<file path="config.mk">
export PLATFORM = sky130hd
export DESIGN_NAME = snake_body_flat
export DESIGN_NICKNAME = d
export VERILOG_FILES = /design/src/rtl/snake_pkg.sv /design/src/rtl/snake_body_if.sv /design/src/rtl/snake_ring.sv /design/src/rtl/snake_body.sv /design/src/flat_wrapper.sv
export SDC_FILE = /design/constraint.sdc
export NUM_CORES = 1
export LEC_CHECK = 0
export BUFFER_PORTS_ARGS = -buffer_cell sky130_fd_sc_hd__buf_2
export CAP_MARGIN = 20
export CELL_PAD_IN_SITES_DETAIL_PLACEMENT = 1
export CELL_PAD_IN_SITES_GLOBAL_PLACEMENT = 1
export CORE_ASPECT_RATIO = 0.75
export CORE_MARGIN = 2
export CORE_UTILIZATION = 56
export CTS_CLUSTER_DIAMETER = 120
export DETAILED_ROUTE_END_ITERATION = 8
export HOLD_SLACK_MARGIN = 0.03
export PLACE_DENSITY_LB_ADDON = 0.3
export SLEW_MARGIN = 10
export SYNTH_ARGS = -nofsm -noshare
export SYNTH_HDL_FRONTEND = slang
export SYNTH_SLANG_ARGS = --single-unit
</file>
<file path="constraint.sdc">
create_clock -name clk -period 11.8 [get_ports clk]
set_clock_uncertainty 0.2 [all_clocks]
set_input_delay 2.36 -clock clk [delete_from_list [all_inputs] [get_ports clk]]
set_output_delay 2.36 -clock clk [all_outputs]
set_load 0.05 [all_outputs]
</file>
<file path="src/rtl/snake_pkg.sv">
// Shared constants and types for the snake game-state store.
package snake_pkg;

    localparam int FIELD_X_MAX = 20;
    localparam int FIELD_Y_MAX = 11;

    localparam logic [4:0] START_X   = 5'd10;
    localparam logic [3:0] START_Y   = 4'd6;
    localparam int         START_LEN = 3;

    typedef enum logic [1:0] {
        DIR_RIGHT = 2'd0,
        DIR_DOWN  = 2'd1,
        DIR_LEFT  = 2'd2,
        DIR_UP    = 2'd3
    } dir_t;

    typedef enum logic [1:0] {
        ST_IDLE,
        ST_MOVE,
        ST_SCAN
    } state_t;

    typedef struct packed {
        logic [4:0] x;
        logic [3:0] y;
    } pos_t;

    // Anything outside x 1..20, y 1..11 is wall.
    function automatic logic is_wall(input pos_t p);
        return (p.x == 5'd0) || (p.x > 5'(FIELD_X_MAX)) ||
               (p.y == 4'd0) || (p.y > 4'(FIELD_Y_MAX));
    endfunction

    // Right<->left and down<->up differ only in bit 1.
    function automatic dir_t opposite(input dir_t d);
        return dir_t'(d ^ 2'd2);
    endfunction

endpackage

</file>
<file path="src/rtl/snake_body_if.sv">
// Tick/direction/eat inputs and segment stream outputs of the snake store.
interface snake_body_if #(
    parameter int MAX_LEN = 32
);
    localparam int LW = $clog2(MAX_LEN) + 1;

    logic          i_tick;
    logic [1:0]    i_dir;
    logic          i_eat;
    logic [4:0]    o_snake_x;
    logic [3:0]    o_snake_y;
    logic          o_snake_first;
    logic          o_snake_last;
    logic          o_snake_valid;
    logic [LW-1:0] o_length;
    logic          o_game_over;

    modport master (
        output i_tick, i_dir, i_eat,
        input  o_snake_x, o_snake_y, o_snake_first, o_snake_last,
               o_snake_valid, o_length, o_game_over
    );

    modport slave (
        input  i_tick, i_dir, i_eat,
        output o_snake_x, o_snake_y, o_snake_first, o_snake_last,
               o_snake_valid, o_length, o_game_over
    );
endinterface

</file>
<file path="src/rtl/snake_ring.sv">
// Circular segment buffer: head/tail pointers plus a read pointer that
// walks backward from the head towards the tail during a scan.
module snake_ring
    import snake_pkg::*;
#(
    parameter int MAX_LEN = 32
) (
    input  logic clk,
    input  logic rst_n,
    input  logic we_i,          // append new head
    input  logic grow_i,        // keep tail on this append
    input  pos_t wdata_i,
    input  logic rd_start_i,    // point reader at the segment behind the head
    input  logic rd_next_i,     // step reader one segment towards the tail
    output pos_t rdata_o,
    output logic rd_is_tail_o
);
    localparam int PW = $clog2(MAX_LEN);

    pos_t          mem_q [MAX_LEN];
    logic [PW-1:0] head_q;
    logic [PW-1:0] tail_q;
    logic [PW-1:0] rd_q;

    // Storage and pointers; reset lays the start body out tail-first at index 0.
    always_ff @(posedge clk) begin
        if (!rst_n) begin
            for (int i = 0; i < MAX_LEN; i++) begin
                if (i < START_LEN)
                    mem_q[i] <= '{x: 5'(int'(START_X) - START_LEN + 1 + i), y: START_Y};
                else
                    mem_q[i] <= '0;
            end
            head_q <= PW'(START_LEN - 1);
            tail_q <= '0;
            rd_q   <= '0;
        end else begin
            if (we_i) begin
                mem_q[head_q + 1'b1] <= wdata_i;
                head_q <= head_q + 1'b1;
                if (!grow_i)
                    tail_q <= tail_q + 1'b1;
            end
            // After an append the old head slot is the second segment.
            if (rd_start_i)
                rd_q <= we_i ? head_q : head_q - 1'b1;
            else if (rd_next_i)
                rd_q <= rd_q - 1'b1;
        end
    end

    assign rdata_o      = mem_q[rd_q];
    assign rd_is_tail_o = (rd_q == tail_q);

endmodule

</file>
<file path="src/rtl/snake_body.sv">
// Snake game-state store: moves the head one cell per tick, then streams
// the body head-first while checking self collision and collecting eats.
module snake_body
    import snake_pkg::*;
#(
    parameter int MAX_LEN = 32
) (
    input  logic         clk,
    input  logic         rst_n,
    snake_body_if.slave  bus
);
    localparam int LW = $clog2(MAX_LEN) + 1;

    state_t        state_q;
    dir_t          dir_q;
    pos_t          head_q;
    logic [LW-1:0] len_q;
    logic          grow_q;
    logic          go_q;
    logic          pend_q;
    pos_t          seg_q;
    logic          vld_q;
    logic          first_q;
    logic          last_q;

    pos_t          head_d;
    logic          wall_d;
    dir_t          dir_d;
    logic          grow_d;
    logic          start_d;
    pos_t          rd_data;
    logic          rd_is_tail;

    // Next head cell, wall test, filtered direction and tick acceptance.
    always_comb begin
        head_d = head_q;
        case (dir_q)
            DIR_RIGHT: head_d.x = head_q.x + 5'd1;
            DIR_DOWN:  head_d.y = head_q.y + 4'd1;
            DIR_LEFT:  head_d.x = head_q.x - 5'd1;
            default:   head_d.y = head_q.y - 4'd1;
        endcase
        wall_d  = is_wall(head_d);
        dir_d   = (dir_t'(bus.i_dir) == opposite(dir_q)) ? dir_q : dir_t'(bus.i_dir);
        grow_d  = grow_q && (len_q < LW'(MAX_LEN));
        start_d = (bus.i_tick || pend_q) && !go_q;
    end

    snake_ring #(.MAX_LEN(MAX_LEN)) u_ring (
        .clk          (clk),
        .rst_n        (rst_n),
        .we_i         ((state_q == ST_MOVE) && !wall_d),
        .grow_i       (grow_d),
        .wdata_i      (head_d),
        .rd_start_i   (state_q == ST_MOVE),
        .rd_next_i    ((state_q == ST_SCAN) && !last_q),
        .rdata_o      (rd_data),
        .rd_is_tail_o (rd_is_tail)
    );

    // Game FSM: IDLE -> MOVE (one cycle) -> SCAN (one beat per segment) -> IDLE.
    always_ff @(posedge clk) begin
        if (!rst_n) begin
            state_q <= ST_IDLE;
            dir_q   <= DIR_RIGHT;
            head_q  <= '{x: START_X, y: START_Y};
            len_q   <= LW'(START_LEN);
            grow_q  <= 1'b0;
            go_q    <= 1'b0;
            pend_q  <= 1'b0;
            seg_q   <= '0;
            vld_q   <= 1'b0;
            first_q <= 1'b0;
            last_q  <= 1'b0;
        end else begin
            case (state_q)
                ST_IDLE: begin
                    // A held tick is consumed here whether or not the game is over.
                    pend_q <= 1'b0;
                    if (start_d) begin
                        dir_q   <= dir_d;
                        state_q <= ST_MOVE;
                    end
                end
                ST_MOVE: begin
                    pend_q  <= bus.i_tick;
                    grow_q  <= 1'b0;
                    state_q <= ST_SCAN;
                    vld_q   <= 1'b1;
                    first_q <= 1'b1;
                    last_q  <= 1'b0;
                    if (wall_d) begin
                        go_q  <= 1'b1;
                        seg_q <= head_q;
                    end else begin
                        head_q <= head_d;
                        seg_q  <= head_d;
                        if (grow_d)
                            len_q <= len_q + 1'b1;
                    end
                end
                ST_SCAN: begin
                    if (bus.i_tick)
                        pend_q <= 1'b1;
                    if (bus.i_eat)
                        grow_q <= 1'b1;
                    // The vacated tail is never streamed, so chasing it is legal.
                    if (!first_q && (seg_q == head_q))
                        go_q <= 1'b1;
                    if (last_q) begin
                        state_q <= ST_IDLE;
                        vld_q   <= 1'b0;
                        first_q <= 1'b0;
                        last_q  <= 1'b0;
                        seg_q   <= '0;
                    end else begin
                        seg_q   <= rd_data;
                        first_q <= 1'b0;
                        last_q  <= rd_is_tail;
                    end
                end
                default: state_q <= ST_IDLE;
            endcase
        end
    end

    assign bus.o_snake_x     = seg_q.x;
    assign bus.o_snake_y     = seg_q.y;
    assign bus.o_snake_first = first_q;
    assign bus.o_snake_last  = last_q;
    assign bus.o_snake_valid = vld_q;
    assign bus.o_length      = len_q;
    assign bus.o_game_over   = go_q;

endmodule

</file>
<file path="src/flat_wrapper.sv">
// flat-port wrapper written by rule: the top's interface ports become plain ports
module snake_body_flat import snake_pkg::*;
#(
    parameter int MAX_LEN = 32
)
  (clk, rst_n, bus_i_tick, bus_i_dir, bus_i_eat, bus_o_snake_x, bus_o_snake_y, bus_o_snake_first, bus_o_snake_last, bus_o_snake_valid, bus_o_length, bus_o_game_over);
  snake_body_if #(.MAX_LEN(MAX_LEN)) bus_i ();
  input  logic clk;
  input  logic rst_n;
  input wire logic [$bits(bus_i.i_tick)-1:0] bus_i_tick;
  input wire logic [$bits(bus_i.i_dir)-1:0] bus_i_dir;
  input wire logic [$bits(bus_i.i_eat)-1:0] bus_i_eat;
  output wire logic [$bits(bus_i.o_snake_x)-1:0] bus_o_snake_x;
  output wire logic [$bits(bus_i.o_snake_y)-1:0] bus_o_snake_y;
  output wire logic [$bits(bus_i.o_snake_first)-1:0] bus_o_snake_first;
  output wire logic [$bits(bus_i.o_snake_last)-1:0] bus_o_snake_last;
  output wire logic [$bits(bus_i.o_snake_valid)-1:0] bus_o_snake_valid;
  output wire logic [$bits(bus_i.o_length)-1:0] bus_o_length;
  output wire logic [$bits(bus_i.o_game_over)-1:0] bus_o_game_over;
  assign bus_i.i_tick = bus_i_tick;
  assign bus_i.i_dir = bus_i_dir;
  assign bus_i.i_eat = bus_i_eat;
  assign bus_o_snake_x = bus_i.o_snake_x;
  assign bus_o_snake_y = bus_i.o_snake_y;
  assign bus_o_snake_first = bus_i.o_snake_first;
  assign bus_o_snake_last = bus_i.o_snake_last;
  assign bus_o_snake_valid = bus_i.o_snake_valid;
  assign bus_o_length = bus_i.o_length;
  assign bus_o_game_over = bus_i.o_game_over;
  snake_body #(.MAX_LEN(MAX_LEN)) u_core (.clk(clk), .rst_n(rst_n), .bus(bus_i));
endmodule
</file>
==> out/qor.yml <==
status:
  run_status: "completed"
cts:
  cts_setup_buffers: 0
  cts_resized: 0
  cts-root-buf: "clkbuf_16"
  cts_tree: "done"
  cts.sinks: 342
  clkTransAtPathRegs_ps: 60
  htreeDepth: 2
  clk_latency_ps: 550
  clockBufferDepth: 3
  hold_buffers: 0
  numCtsBuffers: 35
synthesis:
  synthAdderAreaFrac_pct: 1.20
  synth-xor-area-share_pct: 1.75
  ys_ff_latch: 342
  synth_edf_count: 288
  synthSimpleGateAreaFrac_pct: 15.3
  synthFlopType: "edfxtp_1"
  avgSynthCellArea_um2: 12.2
  synth_top_family_by_area: "simple AND/OR/NAND/NOR gates"
  netlist_instances: 1334
  yosys-mux-area-fraction_pct: 12.1
  yosysWarnings: 0
  async_flop_share_pct: 0
  synth_area_um2: 16300
  synth-compound-area-share_pct: 6.92
  seq_area_frac_synth_pct: 59.6
  ys_types: 75
  syn_nets: 1355
sta:
  hold_viol_final: 0
  setup_violations: 0
  rsz0062_at_grt: "false"
  clock.fmax_ghz: 0.189
  tns_ps: 0
  finalCriticalPeriod_ps: 5290
  slew_headroom_pct: 21.7
  min_period_over_period_pct: 44.8
  tightestPinTransition_ps: 1170
  slew_violations: 0
global_route:
  grt_pass1_vias: 12100
  overflow: 0
  grt_pass1_wl_um: 81900
  grt_max_degree: 77
  track_usage_pct: 37.1
  antenna_found_initial: 2
layout:
  layout_commonest_cell: "nor2_1"
  stdcell_area_um2: 18000
  area_growth_pct: 10.3
  drive_gt1_share_pct: 15.8
  layout.nets: 1351
  layout_common_cells: "nor2_1 (291), edfxtp_1 (288), nand2_1 (108), mux4_2 (80), dfxtp_1 (52)"
critical_path:
  path_depth: 13
  cp-end-kind: "register"
  crit_family: "compound AO/OA/AOI/OAI gates"
  path_common_cell: "buf_4"
  path_class: "reg2reg"
  crit_buf_inv: 4
  cp.required_ps: 11830
  crit_fanout: 30
  crit_chain: "buf_4, nand2b_1, ha_1, a21oi_1, a2111oi_0, a211oi_2, buf_4, mux2_2, nor4_4, buf_4, nand2_1, o21ai_0, buf_4"
  reg2reg_depth: 13
  critPathMaxStageDelay_ps: 690
  crit_arrival_ps: 5320
  slowest_stage: "nand2_1"
  startpoint_type: "register"
placement:
  hpwlAfterDp_um: 38400
  io_buffers: 24
  routabilityCongestion: 0.963
  placed_cell_area_um2: 16800
job:
  maxCapViolations: 0
pwr:
  p_per_area_nw_per_um2: 225
  p_leak_nw: 6.08
  vdd_drop_max_mv: 0.122
floorplanning:
  top_level_ports: 25
  fp.coreArea_um2: 28900
  start_util_pct: 56.6
  die_x_um: 201
  placementRows: 54
  dieArea_um2: 30600
  die_h_um: 152
routing:
  via_count: 12100
  routedWlPerCell_um: 32.0
  routed_via_density: 6.90
  dr.first_iter.drc_count: 1834
  final_antenna_net_count: 0
  drc: 0
  drtPass1Iterations: 6
  finalWirelength_um: 56000
hold_path:
  min_path_type: "reg2reg"
  hold-path-cell-count: 2
## area by class of cell
cell class	instances	area (um2)
multi-input combinational	869	6090
clock buffer	44	952
timing repair buffer	60	404
clock inverter	19	236
inverter	22	82.6
antenna	2	5.00
tap	392	490
fill	2868	10800
sequential	342	9740
## layer usage
metal	share of wire (%)	routed length (um)	global-route usage, %
met5	0	0	0
met1	39	21900	51.4
met3	14	7930	14.5
met2	43	24100	53.4
met4	3.8	2140	14.0
## registers in the layout, summed over array words and instances (netlist names), named ones only
register / flops
u_core.bus.o_game_over: 1
u_core.head_q: 9
u_core.bus.o_snake_first: 1
u_core.bus.o_length: 6
u_core.u_ring.head_q: 5
u_core.bus.o_snake_x: 5
u_core.bus.o_snake_y: 4
u_core.pend_q: 1
u_core.u_ring.tail_q: 5
u_core.u_ring.mem_q: 288
u_core.state_q: 2
u_core.dir_q: 2
u_core.bus.o_snake_valid: 1
u_core.bus.o_snake_last: 1
u_core.grow_q: 1
u_core.u_ring.rd_q: 5
## worst paths after layout
check,startpoint,endpoint,slack [ps]
worst max-delay path,u_core.dir_q[0],u_core.u_ring.mem_q[25][1],6510
worst min-delay path,u_core.bus.o_snake_first,u_core.bus.o_snake_first,290
worst max register to register,u_core.dir_q[0],u_core.u_ring.mem_q[25][1],6510
worst min register to register,u_core.bus.o_snake_first,u_core.bus.o_snake_first,290
## worst min-delay path: stages, from the launching register on
cell	delay, ps
dfxtp_1	310
nand2_1	60
a21oi_1	60
## cell families after synthesis
kind of cell,count (synthesis)
AND/OR/NAND/NOR,556
adder cells (fa/ha/maj),15
flip-flops,342
AO/OA/AOI/OAI,171
XOR/XNOR,31
buffers and inverters,123
multiplexers,96
## stage by stage
step / setup slack (ps) / cells / total power (W) / hold slack, ps / util (%)
detailed placement: 6360 / 1680 / 0.00281 / 274 / 58.1
finish: 6510 / 1750 / 0.00405 / 290 / 62.4
floorplan: 7660 / 1334 / 0.00232 / 251 / -
global route: 6140 / 1748 / 0.00413 / 317 / 62.4
CTS: 6470 / 1743 / 0.00398 / 296 / 62.2
global placement: 6600 / 1675 / 0.00276 / 259 / 57.9
## synth_stat cells (all sizes together) (4+ instances only)
master	count	area, um2
clkbuf	55	206
dfxtp	54	1080
edfxtp	288	8650
or3	7	43.8
or4	4	30.0
a211o	5	43.8
a22oi	21	171
nand3	19	123
xor2	12	113
nor3	40	200
and2	5	31.3
nor4	15	109
nand2	110	418
nor2b	12	75.1
nand3b	6	45.0
buf	46	233
nand4	8	50.1
o211ai	7	57.6
mux4	80	1800
a211oi	7	52.6
mux2	5	56.3
xnor2	19	174
o31ai	9	67.6
o21ai	51	255
ha	14	175
a21oi	36	184
mux2i	11	110
nand2b	18	113
and3	8	50.1
inv	21	78.8
nor2	291	1090
## report_power, final
part	switching, W	total, W	internal (W)
clock	0.000485	0.00119	0.000703
combinational	0.000891	0.00132	0.000427
sequential	0.000146	0.00154	0.00140
Power figures use the tool's default switching activity.
